==> src/rtl/fme_pipe_pkg.sv <==
// fme_pipe_pkg
// Shared constants for the pipe_barrier family: default geometry of the
// barrier (channel width, channel count, stage count) and the width of the
// optional output-transfer counter.
package fme_pipe_pkg;

    localparam int DEFAULT_DATAWIDTH = 8;
    localparam int DEFAULT_NUM_CH    = 8;
    localparam int DEFAULT_DEPTH     = 2;
    localparam int BEAT_COUNT_W      = 32;

    typedef logic [BEAT_COUNT_W-1:0] beat_count_t;

endpackage

==> src/rtl/pipe_barrier_stage.sv <==
// pipe_stage
// One register stage of the barrier: a valid bit plus a data word.
//
// Ports
//   clock       rising-edge clock
//   reset       asynchronous active-low reset; clears valid and data
//   advance     stage may take a new occupant this cycle
//   flush       synchronous clear of the valid bit (data is kept)
//   load_valid  valid bit offered by the upstream side
//   load_data   data word offered by the upstream side
//   valid       stage holds a beat
//   data        held data word
module pipe_stage
    import fme_pipe_pkg::*;
#(
    parameter int WIDTH = DEFAULT_DATAWIDTH * DEFAULT_NUM_CH
) (
    input  logic             clock,
    input  logic             reset,
    input  logic             advance,
    input  logic             flush,
    input  logic             load_valid,
    input  logic [WIDTH-1:0] load_data,
    output logic             valid,
    output logic [WIDTH-1:0] data
);

    // Flush wins over advance and leaves the data word untouched. The data
    // word is only rewritten when a real beat arrives, so an emptied stage
    // keeps showing its last contents.
    always_ff @(posedge clock or negedge reset) begin
        if (!reset) begin
            valid <= 1'b0;
            data  <= '0;
        end else if (flush) begin
            valid <= 1'b0;
        end else if (advance) begin
            valid <= load_valid;
            if (load_valid) begin
                data <= load_data;
            end
        end
    end

endmodule

==> src/rtl/pipe_barrier.sv <==
// pipe_barrier
// Multi-channel valid/ready register pipeline of DEPTH stages with bubble
// collapse. All NUM_CH channels travel together as one word.
//
// Configuration macro: PIPE_BARRIER_STATS_EN
//   defined   -> beat_count counts output transfers (wraps, ignores flush)
//   undefined -> beat_count is tied to zero, no counter is built
//
// Ports
//   clock       rising-edge clock
//   reset       asynchronous active-low reset
//   flush       synchronous clear of all stages, active-high
//   in_valid    upstream beat present
//   in_ready    barrier accepts a beat this cycle
//   in_data     NUM_CH*DATAWIDTH, channel k at [k*DATAWIDTH +: DATAWIDTH]
//   out_valid   last stage holds a beat
//   out_ready   downstream accepts a beat
//   out_data    last-stage word, same packing as in_data
//   occupancy   number of valid stages
//   beat_count  output transfer count (see macro above)
module pipe_barrier
    import fme_pipe_pkg::*;
#(
    parameter int DATAWIDTH = DEFAULT_DATAWIDTH,
    parameter int NUM_CH    = DEFAULT_NUM_CH,
    parameter int DEPTH     = DEFAULT_DEPTH
) (
    input  logic                          clock,
    input  logic                          reset,
    input  logic                          flush,
    input  logic                          in_valid,
    output logic                          in_ready,
    input  logic [NUM_CH*DATAWIDTH-1:0]   in_data,
    output logic                          out_valid,
    input  logic                          out_ready,
    output logic [NUM_CH*DATAWIDTH-1:0]   out_data,
    output logic [$clog2(DEPTH+1)-1:0]    occupancy,
    output logic [BEAT_COUNT_W-1:0]       beat_count
);

    localparam int WORD_W = NUM_CH * DATAWIDTH;
    localparam int OCC_W  = $clog2(DEPTH + 1);

    logic [DEPTH-1:0]  stage_valid;
    logic [WORD_W-1:0] stage_data [DEPTH];
    logic [DEPTH:0]    advance;
    logic              accept;

    // A stage may take a new occupant when it is empty or when its own
    // occupant is leaving downstream. Evaluated from the output side back
    // so an empty stage anywhere lets everything behind it close the gap.
    always_comb begin
        advance        = '0;
        advance[DEPTH] = out_ready;
        for (int i = DEPTH - 1; i >= 0; i--) begin
            advance[i] = ~stage_valid[i] | advance[i+1];
        end
    end

    // Gating with reset keeps in_ready low while the pipe is held in reset,
    // even though every stage then looks empty.
    assign in_ready  = advance[0] & ~flush & reset;
    assign accept    = in_valid & in_ready;
    assign out_valid = stage_valid[DEPTH-1];
    assign out_data  = stage_data[DEPTH-1];

    for (genvar i = 0; i < DEPTH; i++) begin : g_stage
        logic              load_valid_i;
        logic [WORD_W-1:0] load_data_i;

        if (i == 0) begin : g_head
            assign load_valid_i = accept;
            assign load_data_i  = in_data;
        end else begin : g_body
            assign load_valid_i = stage_valid[i-1];
            assign load_data_i  = stage_data[i-1];
        end

        pipe_stage #(
            .WIDTH (WORD_W)
        ) u_stage (
            .clock      (clock),
            .reset      (reset),
            .advance    (advance[i]),
            .flush      (flush),
            .load_valid (load_valid_i),
            .load_data  (load_data_i),
            .valid      (stage_valid[i]),
            .data       (stage_data[i])
        );
    end

    always_comb begin
        occupancy = '0;
        for (int i = 0; i < DEPTH; i++) begin
            occupancy = occupancy + OCC_W'(stage_valid[i]);
        end
    end

`ifdef PIPE_BARRIER_STATS_EN
    beat_count_t beat_count_q;

    // Counts every output transfer, including one that coincides with a
    // flush; wraps naturally at the counter width.
    always_ff @(posedge clock or negedge reset) begin
        if (!reset) begin
            beat_count_q <= '0;
        end else if (out_valid & out_ready) begin
            beat_count_q <= beat_count_q + BEAT_COUNT_W'(1);
        end
    end

    assign beat_count = beat_count_q;
`else
    assign beat_count = '0;
`endif

endmodule

==> config.mk <==
export PLATFORM = sky130hd
export DESIGN_NAME = pipe_barrier
export DESIGN_NICKNAME = d
export VERILOG_FILES = /design/src/rtl/fme_pipe_pkg.sv /design/src/rtl/pipe_barrier_stage.sv /design/src/rtl/pipe_barrier.sv
export SDC_FILE = /design/constraint.sdc
export NUM_CORES = 1
export LEC_CHECK = 0
export CORE_MARGIN = 3
export CORE_UTILIZATION = 47
export CTS_CLUSTER_SIZE = 30
export DETAILED_ROUTE_END_ITERATION = 8
export GPL_ROUTABILITY_DRIVEN = 0
export PLACE_DENSITY = 0.81
export SLEW_MARGIN = 30
export SYNTH_ARGS = -nofsm -noshare
export SYNTH_HDL_FRONTEND = slang
export SYNTH_SLANG_ARGS = --single-unit
==> constraint.sdc <==
create_clock -name clock -period 1.93 [get_ports clock]
set_input_delay 0.2895 -clock clock [delete_from_list [all_inputs] [get_ports clock]]
set_output_delay 0.2895 -clock clock [all_outputs]
set_load 0.005 [all_outputs]
==> results of run 1 <==
==> Yosys cell counts, drive strengths merged <==
| library cell | instances |
|---|---|
| dfrtp | 130 |
| mux2 | 128 |
| buf | 46 |
| inv | 2 |
| nor2 | 2 |
| a211oi | 1 |
| a21oi | 1 |
| a31o | 1 |
| conb | 1 |
| ha | 1 |
| nand2b | 1 |
| nor2b | 1 |
| nor3b | 1 |
==> cell type report <==
| cell class | count | share of cell area, % |
|---|---|---|
| Tap cell | 140 | 2.34 |
| Clock buffer | 23 | 6.38 |
| Multi-Input combinational cell | 169 | 24.5 |
| Inverter | 2 | 0.100 |
| Timing Repair Buffer | 157 | 21.5 |
| Clock inverter | 9 | 1.72 |
| Sequential cell | 130 | 43.4 |
==> critical path: cells and delay by family, from the launching register on <==
family / cells / cell delay [ps]
fa+ha+maj: 1 / 190
buf+inv: 1 / 450
flops: 1 / 450
==> power by group through the flow <==
stage          clock network [mW]  registers [mW]  logic (mW)
3_3_place_gp                    0            3.86        2.13
2_1_floorplan                   0            3.85       0.893
5_1_grt                      3.43            3.97        2.33
4_1_cts                      3.31            3.87        2.21
6_report                     3.24            3.86        2.17
3_5_place_dp                    0            3.90        2.20
==> path summary, 6_finish.rpt <==
| check | endpoint | slack, ps | cells after the start |
|---|---|---|---|
| worst max-delay path | occupancy[1] | 150 | 2 |
| min in group clock | g_stage[1].u_stage.data[29] | 500 | 1 |
| worst min register to register | g_stage[1].u_stage.data[29] | 500 | 1 |
| worst max register to register | g_stage[0].u_stage.data[46] | 260 | 5 |
| max in group asynchronous | g_stage[0].u_stage.valid | 1320 | 2 |
| worst min-delay path | g_stage[0].u_stage.data[27] | 90 | 2 |
==> cell families after synthesis <==
logic type      after synthesis  synth area share, %
buf+inv                      48                 8.16
other cells                   1               0.0693
simple gates                  5                0.786
fa+ha+maj                     1                0.231
flops                       130                 60.1
compound gates                3                0.624
mux                         128                 30.0
==> state kept, by name (all words and copies together), names as in the netlist <==
register and cells:
g_stage.u_stage.data 128, g_stage.u_stage.valid 2
==> metal layers <==
metal	GRT usage, %	up-vias	wire, um
li1	-	1350	-
met1	21.9	1503	4440
met2	28.2	102	5340
met3	6.79	6	761
met4	5.29	0	95
met5	0	-	0
==> metrics by stage <==
step           cell area (sq um)  setup WS (ps)
2_1_floorplan               5530            381
3_3_place_gp                6890          -47.1
3_5_place_dp                6890          -80.4
4_1_cts                     7500            121
5_1_grt                     7500           69.7
6_report                    7500            149
==> impl_metrics.tcl, run 1 <==
set metrics [dict create \
    outcome "complete, no violations" \
    yosys_warnings 0 \
    viasPerCell 4.70 \
    endpoint_kind "output port" \
    htreeDepth 4 \
    area_delta_synth_final_pct 38.5 \
    hold_violations 0 \
    drc 0 \
    antennaDiodeCount 0 \
    total_power_mw 9.27 \
    slowest_stage "dfrtp_2" \
    powerDensity_mw_per_mm2 1240 \
    netlist_top_cells_area "dfrtp_1, mux2_2, mux2_4" \
    core_sq_mm 0.0110 \
    die-area_sq_mm 0.0128 \
    die_w_um 113 \
    seqCellArea_sq_mm 0.00325 \
    final_cell_count_no_fill 630 \
    max-vdd-ir-drop_v 0.000797 \
    antenna_found_initial 0 \
    post_cts_resize_count 3 \
    critPathMaxFanout 6 \
    netSwitchingPower_mw 2.10 \
    timing.rr.start "g_stage[1].u_stage.valid" \
    seq_area_frac_synth_pct 60.1 \
    cp_data_arrival_time_ps 1490 \
    multiInputGateArea_sq_mm 0.00184 \
    worstSetupPathType "register to output port" \
    root_buffer "clkbuf_16" \
    clock_latency_ps 400 \
    dp_hpwl_um 7550 \
    cp_slowest_stage_delay_ps 450 \
    fp.dieH_um 113 \
    grt_pass1_wl_um 17400 \
    vias 2961 \
    rows 38 \
    synth_seq_cells 130 \
    worstPathRequired_ps 1640 \
    skew_ps 6.48 \
    pin_count 169 \
    grt_pass1_vias 3309 \
    drt_iter0_drc 108 \
    startpoint "g_stage[0].u_stage.valid" \
    clockBufferDepth 2 \
    holdWs_ps 90.6 \
    yosysTopAreaCellShare_pct 60.1 \
    antenna_left 0 \
    fillers 804 \
    synth.distinct_cells 16 \
    start_kind "register" \
    seqPwrFrac_pct 41.7 \
    final_nets 547 \
    initial_core_util_pct 49.1 \
    wl_per_cell_um 16.9 \
    final_common_cell "clkdlybuf4s50_1" \
    setup_tns_ps 0 \
    cts_setup_buffers 0 \
    max_slew.worst_pin.slew_ps 678 \
    cap_violations 0 \
    io_buffers 136 \
    grt_max_degree 131 \
    path_cells "ha_1 > clkdlybuf4s50_1" \
    grt_usage_pct 17.5 \
    clkPwrFrac_pct 34.9 \
    leakagePower_nw 3.33 \
    cts-buffers-inserted 17 \
    p_int_mw 7.17 \
    drt_wl_total_um 10600 \
    relSlewSlack_pct 54.8 \
    min_period_ps 1780 \
    syn_avg_cell_area_sq_um 17.1 \
    grt_overflow 0 \
    utilization_pct 68.0 \
    min_path_type "input port to async pin" \
    fmax_mhz 561 \
    slew_violations 0 \
    setup_viol 0 \
    finalCritPeriodShare_pct 92.3 \
    drive_gt1_share_pct 37.8 \
    final_cell_mix "clkdlybuf4s50_1, dfrtp_1, mux2_2, mux2_4, conb_1" \
    synth_cells 316 \
    cts_hold_buf 0 \
    dr.pass1.iters 4 \
    cts_tree "done" \
    switching_share_pct 22.6 \
    combPwrFrac_pct 23.4 \
    cts_sinks 130 \
    synth_area_sq_mm 0.00541 \
    rsz0062_at_grt "false" \
    yosys.area.top_type "dfrtp_1" \
    placed_cells 598 \
    cts.clk_slew.worst_paths_ps 60 \
]
No activity file was read; power rests on OpenSTA's default activity.
==> run 2: changes to the inputs <==
Settings changed: CAP_MARGIN from default to 10.
==> results of run 2 <==
Final layout, timing and power as in run 1 (identical DEF).
==> run 3: changes to the inputs <==
Settings changed: CORE_UTILIZATION 47 to 43, PLACE_DENSITY 0.81 to 0.75, SKIP_LAST_GASP from default to 1.
==> run 3 against run 2 <==
Net effect: via count increased by 0.98%; fmax up 0.94%; critical path depth unchanged; cell count is 4.3% higher; die area up 8.8%; hold slack worse by 2.5 ps; clock-buffer cell count is 1 lower; non-clock buffer count is 1 lower; clock skew is 2.6 ps higher; register-to-register slack gained 30 ps; largest cell class unchanged; highest routed layer unchanged.
==> impl_metrics.tcl, run 3 (synthesis gave the netlist of run 1 again) <==
set metrics [dict create \
    outcome "complete, no violations" \
    setup_viol 0 \
    min_period_ps 1760 \
    max-vdd-ir-drop_v 0.000684 \
    antenna_found_initial 0 \
    grt_max_degree 131 \
    critPathMaxFanout 4 \
    powerDensity_mw_per_mm2 1210 \
    hold_violations 0 \
    antennaDiodeCount 0 \
    drc 0 \
    final_common_cell "clkdlybuf4s50_1" \
    drt_wl_total_um 10700 \
    min_path_type "input port to async pin" \
    grt_usage_pct 16.4 \
    largest_reg_flops 128 \
    endpoint_kind "output port" \
    holdWs_ps 88.0 \
    start_kind "register" \
    worstSetupPathType "register to output port" \
    htreeDepth 4 \
    setup_tns_ps 0 \
    skew_ps 9.03 \
    drt_iter0_drc 129 \
    netSwitchingPower_mw 2.08 \
    clkPwrFrac_pct 33.9 \
    finalCritPeriodShare_pct 91.4 \
    combPwrFrac_pct 23.8 \
    cts_sinks 130 \
    final_nets 546 \
    cp_data_arrival_time_ps 1480 \
    p_int_mw 7.03 \
    root_buffer "clkbuf_16" \
    initial_core_util_pct 44.5 \
    final_cell_area_sq_mm 0.00752 \
    clock_latency_ps 400 \
    die-area_sq_mm 0.0140 \
    grt_pass1_wl_um 17900 \
    cts-buffers-inserted 17 \
    fp.dieH_um 118 \
    cts_tree "done" \
    final_cell_mix "clkdlybuf4s50_1, dfrtp_1, mux2_2, mux2_4, conb_1" \
    largest_registers "g_stage.u_stage.data (128), g_stage.u_stage.valid (2)" \
    seqPwrFrac_pct 42.2 \
    leakagePower_nw 3.33 \
    clockBufferDepth 2 \
    vias 2990 \
    grt_overflow 0 \
    placed_area_sq_mm 0.00692 \
    grt_pass1_vias 3443 \
    die_w_um 118 \
    wl_per_cell_um 16.2 \
    top_register "g_stage.u_stage.data" \
    slew_violations 0 \
    fmax_mhz 567 \
    rsz0062_at_grt "false" \
    switching_share_pct 22.8 \
    cap_violations 0 \
    worstPathRequired_ps 1640 \
    rows 40 \
    dp_hpwl_um 7570 \
    io_buffers 136 \
    viasPerCell 4.55 \
    antenna_left 0 \
    core_sq_mm 0.0122 \
    area_delta_synth_final_pct 38.9 \
    relSlewSlack_pct 56.5 \
    dr.pass1.iters 4 \
    max_slew.worst_pin.slew_ps 652 \
    drive_gt1_share_pct 37.8 \
    pin_count 169 \
    cts.clk_slew.worst_paths_ps 60 \
]
## run 3: final cells by class
type	instances	area, sq um
Clock buffer	22	474
Clock inverter	10	108
Fill cell	955	4650
Inverter	2	7.51
Multi-Input combinational cell	169	1840
Sequential cell	130	3250
Tap cell	168	210
Timing Repair Buffer	156	1620
## run 3: final timing paths
| kind | to | cells past startpoint | from | slack, ps |
|---|---|---|---|---|
| setup / recovery | occupancy[1] | 2 | g_stage[0].u_stage.valid | 170 |
| hold / removal | g_stage[0].u_stage.data[29] | 2 | reset | 90 |
| setup reg to reg | g_stage[0].u_stage.data[38] | 5 | g_stage[1].u_stage.valid | 290 |
| hold reg to reg | g_stage[1].u_stage.data[14] | 1 | g_stage[0].u_stage.data[14] | 500 |
| max in group asynchronous | g_stage[0].u_stage.valid | 2 | reset | 1340 |
| min in group clock | g_stage[0].u_stage.data[29] | 2 | in_data[29] | 490 |
## run 3: through the flow
stage / total power [mW] / utilization, % / worst slack [ps] / cells
floorplan: 4.74 / - / 381 / 347
global placement: 6.01 / 56.9 / -11.3 / 624
detailed placement: 6.11 / 56.9 / -62.5 / 624
CTS: 9.26 / 61.8 / -0.0934 / 657
global route: 9.62 / 61.8 / 102 / 657
finish: 9.12 / 61.8 / 165 / 657
## run 3: power by group through the flow
stage               registers [mW]  clock network (mW)  logic (mW)
global placement              3.87                   0        2.14
detailed placement            3.91                   0        2.20
CTS                           3.87                3.18        2.22
floorplan                     3.85                   0       0.893
global route                  3.97                3.32        2.33
finish                        3.85                3.09        2.17
## run 3: per-layer routing
layer / track usage, % / routed length [um] / vias to the layer above
li1: - / - / 1346
met1: 19.8 / 4510 / 1530
met2: 26.4 / 5260 / 106
met3: 7.18 / 749 / 8
met4: 5.42 / 135 / 0
met5: 0 / 0 / -
## run 3: what timing repair did
item                       CTS  global route
hold buffers                 0             0
setup endpoints to repair    2             1
setup buffers                1             0
gates resized for setup      2             1
## run 3: critical path: stages (launching register included)
cell             delay [ps]
dfrtp_2                 440
ha_1                    190
clkdlybuf4s50_1         450
